$ cat src/rtl/iir_settle_monitor.sv
// Settle/step classifier for the filtered theremin sample stream.
// Optional settle-time counter: define IIR_SETTLE_MONITOR_TIME_EN to build it.
module iir_settle_monitor #(
  parameter int DATA_BITS   = 30,
  parameter int SIGNED_DATA = 0,
  parameter int HOLD_BITS   = 8,
  parameter int TIME_BITS   = 16
) (
  input  logic                 CLK,
  input  logic                 RESET,
  input  logic                 CE,
  input  logic [DATA_BITS-1:0] IN_VALUE,
  input  logic [DATA_BITS-1:0] THRESHOLD,
  input  logic [HOLD_BITS-1:0] HOLD_CYCLES,
  output logic                 SETTLED,
  output logic                 SETTLED_STROBE,
  output logic                 STEP_STROBE,
  output logic [DATA_BITS-1:0] SETTLED_VALUE,
  output logic [TIME_BITS-1:0] SETTLE_TIME
);

  // state   | meaning
  // S_IDLE  | no sample seen since reset; next sample only seeds prev
  // S_HOLD  | counting consecutive in-tolerance samples
  // S_MOVE  | last sample was out of tolerance (step seen)
  // S_SETL  | stream settled; SETTLED_VALUE/SETTLE_TIME latched
  typedef enum logic [1:0] {S_IDLE, S_HOLD, S_MOVE, S_SETL} state_t;

  state_t               state;
  logic [DATA_BITS-1:0] prev;
  logic [HOLD_BITS-1:0] hold_cnt;
  logic [HOLD_BITS-1:0] hold_inc;
  logic [HOLD_BITS-1:0] hold_target;
  logic [DATA_BITS:0]   delta;
  logic [DATA_BITS:0]   abs_delta;
  logic                 in_ext;
  logic                 prev_ext;
  logic                 in_tol;
  logic                 settle_hit;

  // One extra bit keeps the difference exact for both signed and unsigned data.
  assign in_ext      = (SIGNED_DATA != 0) && IN_VALUE[DATA_BITS-1];
  assign prev_ext    = (SIGNED_DATA != 0) && prev[DATA_BITS-1];
  assign delta       = {in_ext, IN_VALUE} - {prev_ext, prev};
  assign abs_delta   = delta[DATA_BITS] ? -delta : delta;
  assign in_tol      = abs_delta <= {1'b0, THRESHOLD};
  assign hold_target = (HOLD_CYCLES == '0) ? HOLD_BITS'(1) : HOLD_CYCLES;
  assign hold_inc    = (hold_cnt == '1) ? hold_cnt : hold_cnt + HOLD_BITS'(1);
  assign settle_hit  = in_tol && (hold_inc >= hold_target);

  always_ff @(posedge CLK or negedge RESET) begin
    if (!RESET) begin
      state          <= S_IDLE;
      prev           <= '0;
      hold_cnt       <= '0;
      SETTLED        <= 1'b0;
      SETTLED_STROBE <= 1'b0;
      STEP_STROBE    <= 1'b0;
      SETTLED_VALUE  <= '0;
    end else begin
      SETTLED_STROBE <= 1'b0;
      STEP_STROBE    <= 1'b0;
      if (CE) begin
        prev <= IN_VALUE;
        case (state)
          S_IDLE: begin
            state    <= S_HOLD;
            hold_cnt <= '0;
          end
          // hold_cnt is zero in S_MOVE, so both states share the hold path
          S_HOLD, S_MOVE: begin
            if (in_tol) begin
              hold_cnt <= hold_inc;
              if (settle_hit) begin
                state          <= S_SETL;
                SETTLED        <= 1'b1;
                SETTLED_STROBE <= 1'b1;
                SETTLED_VALUE  <= IN_VALUE;
              end else begin
                state <= S_HOLD;
              end
            end else begin
              state       <= S_MOVE;
              STEP_STROBE <= 1'b1;
              hold_cnt    <= '0;
            end
          end
          S_SETL: begin
            if (!in_tol) begin
              state       <= S_MOVE;
              SETTLED     <= 1'b0;
              STEP_STROBE <= 1'b1;
              hold_cnt    <= '0;
            end
          end
          default: state <= S_IDLE;
        endcase
      end
    end
  end

`ifdef IIR_SETTLE_MONITOR_TIME_EN
  logic [TIME_BITS-1:0] time_cnt;
  logic [TIME_BITS-1:0] time_inc;

  assign time_inc = (time_cnt == '1) ? time_cnt : time_cnt + TIME_BITS'(1);

  always_ff @(posedge CLK or negedge RESET) begin
    if (!RESET) begin
      time_cnt    <= '0;
      SETTLE_TIME <= '0;
    end else if (CE) begin
      case (state)
        S_IDLE: time_cnt <= '0;
        S_HOLD, S_MOVE: begin
          if (in_tol) begin
            time_cnt <= time_inc;
            if (settle_hit) SETTLE_TIME <= time_inc;
          end else begin
            time_cnt <= '0;
          end
        end
        S_SETL: if (!in_tol) time_cnt <= '0;
        default: time_cnt <= '0;
      endcase
    end
  end
`else
  assign SETTLE_TIME = '0;
`endif

endmodule

$ cat config.mk
export PLATFORM = sky130hd
export DESIGN_NAME = iir_settle_monitor
export DESIGN_NICKNAME = d
export VERILOG_FILES = /design/src/rtl/iir_settle_monitor.sv
export SDC_FILE = /design/constraint.sdc
export NUM_CORES = 1
export LEC_CHECK = 0
export CORE_MARGIN = 1
export CORE_UTILIZATION = 55
export DETAILED_ROUTE_END_ITERATION = 7
export HOLD_SLACK_MARGIN = 0.15
export PLACE_DENSITY = 0.92
export SYNTH_ARGS = -nofsm -noshare
export SYNTH_HDL_FRONTEND = slang
export SYNTH_SLANG_ARGS = --single-unit
$ cat constraint.sdc
create_clock -name CLK -period 7.7 [get_ports CLK]
set_input_delay 1.54 -clock CLK [delete_from_list [all_inputs] [get_ports CLK]]
set_output_delay 1.54 -clock CLK [all_outputs]
set_load 0.005 [all_outputs]
### After elaboration in Yosys (flattened, before gate mapping)

Index checks and enable logic that the tools add are counted.

* input bits: 71
* register bits: 73
* output and inout port bits: 49
* word-level logic and storage cells: 49

* $add $sub $neg: 3
* eq/ne operators: 7
* reduce and logical (&&, ||, !) cells: 9
* $lt $le $gt $ge: 2
* muxes and demuxes: 21

Operators with widths (number)
* $mux 8: 4
* $le 31x30->1: 1
* $mux 31: 1
* $neg 31->31: 1
* $sub 30x30->31: 1
* $pmux 8 s3: 1
* $mux 1: 10
* $add 8x1->8 const B: 1
* $eq 8x8->1 const B: 1
* $ge 8x8->1: 1
* $logic_not 8->1: 1
* $mux 2: 3
* $ne 2x2->1 const B: 3
* $pmux 2 s3: 1
* $reduce_and 5->1: 1
* $eq 2x2->1 const B: 2
* $reduce_and 4->1: 1
* $reduce_or 3->1: 1
* $eq 2x1->1 const B: 1
* $logic_not 2->1: 1
* $pmux 1 s2: 1
* $reduce_and 2->1: 1
* $reduce_bool 2->1: 1
* $reduce_or 2->1: 1
* $logic_and 1x1->1: 1

### Logic depth before layout (Yosys ltp)

Gate-level depths: netlist (run 1).

* depth in word-level cells: 9
* gate-level depth with buffers: 26
* gate-level depth less buffers: 24

### Worst setup path before layout (run 1)

Ideal clock, no wire load.

* path type: input -> register
* start: input IN_VALUE[0]
* end: register SETTLED_VALUE[0]
* setup time: 125 ps
* required time: 7575 ps
* cell stages on the path: 24
* path slack: 1024 ps
* arrival time: 6551 ps
* path buffers: 1
* cells stage by stage: inv_1 -> ha_1 -> inv_1 -> fa_1 -> a211oi_2 -> o21ai_1 -> a21o_1 -> a211o_1 -> a2111oi_4 -> nor4bb_1 -> nand4b_1 -> or4_1 -> nand2_1 -> xnor2_1 -> ha_1 -> a21o_1 -> a21oi_1 -> o211ai_1 -> o31ai_1 -> a21oi_1 -> a41oi_2 -> nor3b_4 -> buf_6 -> mux2_4

* cells in the longest elaborated chain, start to end: 6

Ends and longest elaborated chain
* from (decl): line 12 `input logic [DATA_BITS-1:0] IN_VALUE,`
* $sub 30x30->31: line 44 `assign delta = {in_ext, IN_VALUE} - {prev_ext, prev};`
* $neg 31->31: line 45 `assign abs_delta = delta[DATA_BITS] ? -delta : delta;`
* $mux 31: line 45
* $le 31x30->1: line 46 `assign in_tol = abs_delta <= {1'b0, THRESHOLD};`
* $logic_and 1x1->1: line 49 `assign settle_hit = in_tol && (hold_inc >= hold_target);`
* $reduce_and 4->1 (no source line)
* to (signal assigned): line 59 `SETTLED_VALUE <= '0;`
* to (signal assigned): line 78 `SETTLED_VALUE <= IN_VALUE;`
* to (decl): line 18 `output logic [DATA_BITS-1:0] SETTLED_VALUE,`

Several ways; a longest one is shown, not always the timed one.
A chain may end at the register's enable or synchronous reset.

### Final worst setup path (run 1)

* start: input IN_VALUE[0]
* end: register SETTLED_VALUE[22]

* cells in the longest elaborated chain, start to end: 6

Ends and longest elaborated chain (line)
* $sub 30x30->31 (*): 44
* $neg 31->31: 45
* $mux 31 (*): 45
* $le 31x30->1 (*): 46
* $logic_and 1x1->1: 49
* $reduce_and 4->1 (no source line) (*)

Every way passes the cells marked *; elsewhere a longest branch is shown, timed or not.

==> results of run 1 <==
[logic make-up after synthesis]
kind of cell	synth area share, %
mux	6.91
fa+ha+maj	13.6
xor+xnor	5.98
buf+inv	8.48
compound gates	23.2
flops	26.6
other cells	0.0546
simple gates	15.1
[registers in the layout (all words and copies together) (netlist names)]
name	flops
SETTLED_VALUE	30
state	2
SETTLED_STROBE	1
STEP_STROBE	1
hold_cnt	8
SETTLED	1
prev	30
[per-stage QoR]
step           hold slack [ps]  std cells  util, %  total power [W]  worst slack (ps)
6_report                   486       1064     68.7          0.00203               315
5_1_grt                    508       1064     68.7          0.00216             -18.3
4_1_cts                    494       1064     68.5          0.00202               322
3_5_place_dp               480       1049     65.9          0.00155              75.2
3_3_place_gp               471       1049     65.9          0.00152               314
2_1_floorplan              483        813        -          0.00120              1020
[worst max-delay path, delay by kind of cell]
family | cells | cell delay (ps)
xor+xnor | 1 | 170
buf+inv | 4 | 820
mux | 1 | 310
fa+ha+maj | 3 | 930
simple gates | 3 | 1040
compound gates | 13 | 2790
[final cells by class]
class                      count  area, um^2  share of cell area [%]
multi-input combinational    610        4530                    54.5
inverter                      87         327                    3.93
tap                          168         210                    2.53
timing repair buffer         111        1110                    13.3
clock inverter                 5        81.3                   0.978
sequential                    73        1830                    22.0
clock buffer                  10         229                    2.75
[power by group through the flow]
stage | Sequential, W | Combinational (W) | Clock, W
final | 0.000542 | 0.00104 | 0.000445
after global routing | 0.000555 | 0.00114 | 0.000473
after CTS | 0.000543 | 0.00102 | 0.000454
after detailed placement | 0.000545 | 0.00100 | 0
after global placement | 0.000543 | 0.000973 | 0
after floorplan | 0.000544 | 0.000655 | 0
[synth_stat cells, types with 4 or more instances]
cell	number
inv_1	87
dfrtp_1	73
ha_1	73
nand2_1	66
o21ai_0	62
a21oi_1	49
nor2_1	36
xnor2_1	32
a21o_1	30
mux2_4	28
nand3_1	18
nand4_1	18
buf_4	16
clkbuf_1	15
nor3_1	14
o21a_1	14
xor2_1	13
a211oi_1	9
buf_2	9
o211ai_1	9
o31ai_1	8
and2_1	7
o22ai_1	7
a31oi_1	6
nor4_1	6
o21ai_1	6
and3_1	5
nand2b_1	5
nor2b_1	4
o211a_1	4
or4_1	4
[how the worst max path moves through the flow]
stage,end,cells after the start
6_report,SETTLED_VALUE[22]$_DFFE_PN0P_,25
4_1_cts,SETTLED_VALUE[15]$_DFFE_PN0P_,24
5_1_grt,SETTLED_VALUE[22]$_DFFE_PN0P_,24
2_1_floorplan,SETTLED_VALUE[0]$_DFFE_PN0P_,24
3_5_place_dp,SETTLED_VALUE[11]$_DFFE_PN0P_,25
3_3_place_gp,SETTLED_VALUE[10]$_DFFE_PN0P_,25
[metal layers]
| metal | up-vias | track usage (%) | wire length [um] |
|---|---|---|---|
| li1 | 2999 | - | - |
| met3 | 56 | 5.90 | 1120 |
| met1 | 2944 | 37.4 | 7770 |
| met2 | 261 | 45.7 | 7960 |
| met5 | - | 0 | 0 |
| met4 | 0 | 10.6 | 530 |
[placed cells by master, fill, tap and decap left out, types with 6 or more instances in the layout]
cell,instances
clkdlybuf4s50_1,101
inv_1,87
dfrtp_1,73
ha_1,73
nand2_1,66
o21ai_0,62
a21oi_1,49
nor2_1,36
xnor2_1,32
a21o_1,30
mux2_4,28
nand4_1,18
nand3_1,18
conb_1,16
o21a_1,14
nor3_1,14
xor2_1,13
o211ai_1,9
a211oi_1,9
clkbuf_16,9
o31ai_1,8
and2_1,7
o22ai_1,7
buf_4,7
o21ai_1,6
a31oi_1,6
[timing repair]
action                     in CTS  in global routing
gates resized for setup         0                  3
setup buffers                   0                  0
setup endpoints to repair       0                 39
hold buffers                    0                  0
==> key figures, run 1 <==
Synthesis
  – Gate count after technology mapping: 798
  – Flop and latch count out of synthesis: 73
  – Async S/R FF share, synth: 100%
  – Average size of a mapped cell: 8.60 um^2
  – Most instantiated flip-flop cell in the synthesis netlist: dfrtp_1
  – Sequential-to-total area share from yosys stat: 26.6%
  – Cell area after synthesis: 6860 um^2
  – Synth area leaders: dfrtp_1 (27%), ha_1 (13%), mux2_4 (6.1%), inv_1 (4.8%), o21ai_0 (4.5%)
  – Count of synthesis-stage warnings from yosys: 0
  – Area share of the largest cell type after synthesis: 26.6%
  – EDFF count, synth: 0
  – Count of unique library cells instantiated by Yosys: 73
  – Yosys top cell by area: dfrtp_1

Clock tree
  – Library cell used as clock root buffer: clkbuf_16
  – TritonCTS clock tree: done
  – Clock Pin Slew Worst Setup and Hold Paths: 60 ps
  – Inserted Clock Buffers: 9
  – H-tree levels: 3
  – Number of buffers on the longest clock path: 2
  – Clock sinks: 73
  – Clock latency on the worst-skew pair: 340 ps

Placed design
  – Routability Congestion: 1.01
  – Number of port buffers: between 100 and 150
  – DP HPWL: 12800 um
  – Instance area at placement: 7980 um^2

Outcome
  – Outcome: completed

Critical path
  – R2R Path End: SETTLED_VALUE[22]$_DFFE_PN0P_
  – Worst Setup Path Type: in2reg
  – Cell at the slowest stage of the critical path: clkdlybuf4s50_1
  – Launch instance of the worst register-to-register path: prev[0]$_DFFE_PN0P_
  – Crit path required time: 7920 ps
  – Number of cells traversed by the worst register-to-register path: 23
  – Worst setup path start: IN_VALUE[0]
  – Stage delay of the slowest cell on the critical path: roughly 440 ps
  – Data arrival time of the critical path: 7610 ps
  – Worst-case register-to-register setup slack: 1680 ps
  – CP startpoint kind: input port
  – Crit path max fanout: 19
  – Endpoint class of the critical path: register

Detailed routing
  – Average wire per cell in the routed design: 16.3 um
  – Number of detailed-routing iterations run before antenna repair: 7
  – DRC violation count after routing: 0
  – Antenna viol nets, final: 0
  – Violation count after the first detailed-routing iteration: 515
  – Via count: about 6300
  – Routed WL: ~17000 um
  – Detail-routed via count per cell: 5.88

Final layout
  – FILL cells: between 900 and 1000
  – Share of final-layout standard cells stronger than drive strength 1: 8.04%
  – Synth-to-Final Area Change: 21.1%
  – Cell area after layout: ~8300 um^2
  – Number of nets in the layout: 1037
  – Diode insertion count for antenna repair: 0

Pwr
  – Leakage power figure: a little under 4 nW
  – Sw frac: 35.8%
  – Sequential share of power: 26.7%
  – Worst IR Drop VDD: roughly 0.18 mV
  – Clock share of power: 22.0%
  – Switching power of the nets: 0.000724 W
  – Internal cell power: approximately 0.0013 W
  – Combinational cell fraction of total power: 51.3%
  – Power density cells: 244 nW/um^2

Global routing
  – Global-route wire length before repair: 29400 um
  – GR Util All Layers: 28.3%
  – Pin count of the biggest net entering global routing: 74
  – GR Overflow Total: 0
  – Initial antenna violation count: 0
  – Number of global-route vias before repair: ~6200

STA
  – F_max: 135 MHz
  – Worst Clk Skew: 8.35 ps
  – Summed negative setup slack over all endpoints: 0 ps
  – Crit share post-route: 95.9%
  – Transition time at the pin with the least slew margin: 928 ps
  – Number of endpoints with negative hold slack in the final report: 0
  – Final Slew Violations: 0
  – Final critical delay including setup and external delays: 7390 ps
  – Max-slew headroom at the worst pin: 38.2%
  – Count of final setup violators: 0

Hold path
  – Min-Delay Startpoint: SETTLED_VALUE[28]$_DFFE_PN0P_
  – Count of cells along the worst hold path: 1
  – Worst Hold Path EP: SETTLED_VALUE[28]$_DFFE_PN0P_
  – Path type of the worst min-delay path: reg2reg

Job
  – Max-cap violations: 0

Floorplanning
  – Vertical extent of the die: 114 um
  – Area inside the core boundary: about 12000 um^2
  – Number of top-level design ports: 120
  – Placement row count: 40
  – DIE WIDTH: about 110 um
  – Starting density of the core: 56.7%
  – Total Die Area: 12900 um^2
No activity file was read; power rests on OpenSTA's default activity.
==> run 2: changes to the inputs <==
CAP_MARGIN = 25   (was default)
CELL_PAD_IN_SITES_DETAIL_PLACEMENT = 1   (was default)
CELL_PAD_IN_SITES_GLOBAL_PLACEMENT = 1   (was default)
CORE_UTILIZATION = 41   (was 55)
PLACE_DENSITY = 0.91   (was 0.92)
REMOVE_ABC_BUFFERS = 1   (was default)
==> key figures, run 2 (synthesis gave the netlist of run 1 again) <==
Pwr
  – Power density cells: 246 nW/um^2 (+0.91%)
  – Power consumption: 0.00209 W (+3.1%)
  – Worst IR Drop VDD: 0.155 mV (-13%)
  – Leakage power figure: 3.95 nW (+1.8%)

Placed design
  – Placed cells: 1097 (+4.6%)
  – DP HPWL: 14900 um (+16%)
  – Number of port buffers: 103 (unchanged)
  – Routability Congestion: 0.912 (-9.4%)

Critical path
  – Worst Setup Path Type: in2reg
  – Number of cells traversed by the worst register-to-register path: 24 (+4.3%)
  – Data arrival time of the critical path: 7670 ps (+60 ps)
  – Worst-case register-to-register setup slack: 1610 ps (-70 ps)
  – Crit path max fanout: 14 (-5)
  – CP startpoint kind: input port
  – Crit path required time: 7930 ps (about the same)
  – Endpoint class of the critical path: register
  – Launch instance of the worst register-to-register path: prev[0]$_DFFE_PN0P_
  – R2R Path End: SETTLED_VALUE[28]$_DFFE_PN0P_

Job
  – Max-cap violations: 0 (unchanged)

STA
  – Transition time at the pin with the least slew margin: 814 ps (-113 ps)
  – Number of endpoints with negative hold slack in the final report: 0 (unchanged)
  – Crit share post-route: 96.6% (+0.71 points)
  – Final Slew Violations: 0 (unchanged)
  – Max-slew headroom at the worst pin: 45.3% (+7.2 points)
  – Count of final setup violators: 0 (unchanged)
  – Final critical delay including setup and external delays: 7440 ps (+54.3 ps)
  – Worst Clk Skew: 6.36 ps (-1.99 ps)
  – F_max: 134 MHz (-0.73%)
  – Worst hold slack across all endpoints: 507 ps (+21.2 ps)

Detailed routing
  – Detail-routed via count per cell: 5.65 (-3.9%)
  – DRC violation count after routing: 0 (unchanged)
  – Average wire per cell in the routed design: 18.1 um (+11%)
  – Via count: 6331 (+1.1%)
  – Antenna viol nets, final: 0 (unchanged)
  – Routed WL: 20300 um (+17%)
  – Violation count after the first detailed-routing iteration: 359 (-30%)
  – Number of detailed-routing iterations run before antenna repair: 5 (-2)

Floorplanning
  – Number of top-level design ports: 120 (unchanged)
  – DIE WIDTH: 131 um (+16%)
  – Area inside the core boundary: 16100 um^2 (+33%)
  – Placement row count: 46 (+15%)
  – Vertical extent of the die: 131 um (+16%)
  – Starting density of the core: 42.6% (-14 points)
  – Total Die Area: 17300 um^2 (+34%)

Final layout
  – Most common cell after layout, fill and taps aside: clkdlybuf4s50_1
  – Share of final-layout standard cells stronger than drive strength 1: 8.96% (+0.92 points)
  – FILL cells: 1927 (+100%)
  – Diode insertion count for antenna repair: 0 (unchanged)
  – Biggest registers after layout: SETTLED_VALUE (30), prev (30), hold_cnt (8)
  – Filler-free cell count of the finished design: 1120 (+5.3%)
  – Most frequent cells in the layout: clkdlybuf4s50_1 (101), inv_1 (87), dfrtp_1 (73), ha_1 (73), nand2_1 (66)
  – Synth-to-Final Area Change: 23.8%
  – Number of nets in the layout: 1044 (+0.68%)

Global routing
  – GR Overflow Total: 0 (unchanged)
  – Number of global-route vias before repair: 6561 (+5.1%)
  – Initial antenna violation count: 0 (unchanged)
  – Pin count of the biggest net entering global routing: 74 (unchanged)
  – GR Util All Layers: 23.5% (-4.8 points)
  – Global-route wire length before repair: 33000 um (+12%)

Clock tree
  – Number of buffers on the longest clock path: 2 (unchanged)
  – Clock latency on the worst-skew pair: 350 ps (about the same)
  – H-tree levels: 3 (unchanged)
  – Clock sinks: 73 (unchanged)
  – Library cell used as clock root buffer: clkbuf_16
  – TritonCTS clock tree: done
  – Clock Pin Slew Worst Setup and Hold Paths: 60 ps (about the same)
  – Inserted Clock Buffers: 9 (unchanged)

Hold path
  – Worst Hold Path EP: SETTLED_VALUE[27]$_DFFE_PN0P_
  – Min-Delay Startpoint: SETTLED_VALUE[27]$_DFFE_PN0P_
  – Path type of the worst min-delay path: reg2reg
  – Count of cells along the worst hold path: 1 (unchanged)

Outcome
  – Outcome: completed
run 2: changes by cell type in the layout (fill, tap and decap cells not counted), sizes merged:
cell and delta:
buf +6, clkbuf +3, clkinvlp -1
run 2: worst max-delay path by stage:
stage	start	end	slack, ps
5_1_grt	IN_VALUE[0]	SETTLED_VALUE[28]$_DFFE_PN0P_	-90
3_5_place_dp	IN_VALUE[0]	SETTLED_VALUE[20]$_DFFE_PN0P_	-40
3_3_place_gp	IN_VALUE[0]	SETTLED_VALUE[10]$_DFFE_PN0P_	190
2_1_floorplan	IN_VALUE[0]	SETTLED_VALUE[27]$_DFFE_PN0P_	-60
4_1_cts	IN_VALUE[0]	SETTLED_VALUE[23]$_DFFE_PN0P_	220
6_report	IN_VALUE[0]	SETTLED_VALUE[28]$_DFFE_PN0P_	260
run 2: timing repair:
action,in CTS,in global routing
buffers inserted,0,5
resized for setup,0,3
hold buffers,0,0
endpoints found under the setup margin,0,30
run 2: area by class of cell:
class                           instances  area [um^2]  area share [%]
Multi-Input combinational cell        610         4530            53.4
Sequential cell                        73         1830            21.5
Timing Repair Buffer                  118         1200            14.1
Inverter                               87          327            3.84
Tap cell                              216          270            3.18
Clock buffer                           12          267            3.14
Clock inverter                          4         73.8           0.869
run 2: power by group:
part	internal, W	switching (W)
clock	0.000310	0.000167
sequential	0.000483	0.0000626
combinational	0.000541	0.000524
total	0.00133	0.000754
run 2: layer usage:
metal / global-route usage [%] / part of all wire, %
met5: 0 / 0
met4: 9.37 / 2.9
met2: 39.4 / 47
met1: 30.0 / 46
met3: 3.70 / 3.8
run 2: per-stage QoR:
step	setup WS, ps	area [um^2]	TNS (ps)	utilization (%)
detailed placement	-44.8	8040	-806	49.9
floorplan	-64.5	6670	-930	-
global route	-91.1	8490	-2230	52.7
CTS	217	8380	0	52.0
finish	261	8490	0	52.7
global placement	186	8040	0	49.9
run 2: worst max-delay path, stage by stage:
cell             delay [ps]
clkdlybuf4s50_1         440
inv_1                    80
ha_1                    170
inv_1                    60
fa_1                    430
a211oi_2                320
o21ai_1                 150
a21o_1                  210
a211o_1                 370
a2111oi_4               400
nor4bb_4                340
nand4b_1                210
or4_1                   500
nand2_1                 110
xnor2_1                 120
ha_1                    260
a21o_1                  170
a21oi_1                 190
o211ai_1                110
o31ai_1                 250
a21oi_1                 130
a41oi_2                 190
nor3b_4                 240
buf_4                   160
buf_12                  160
mux2_1                  340
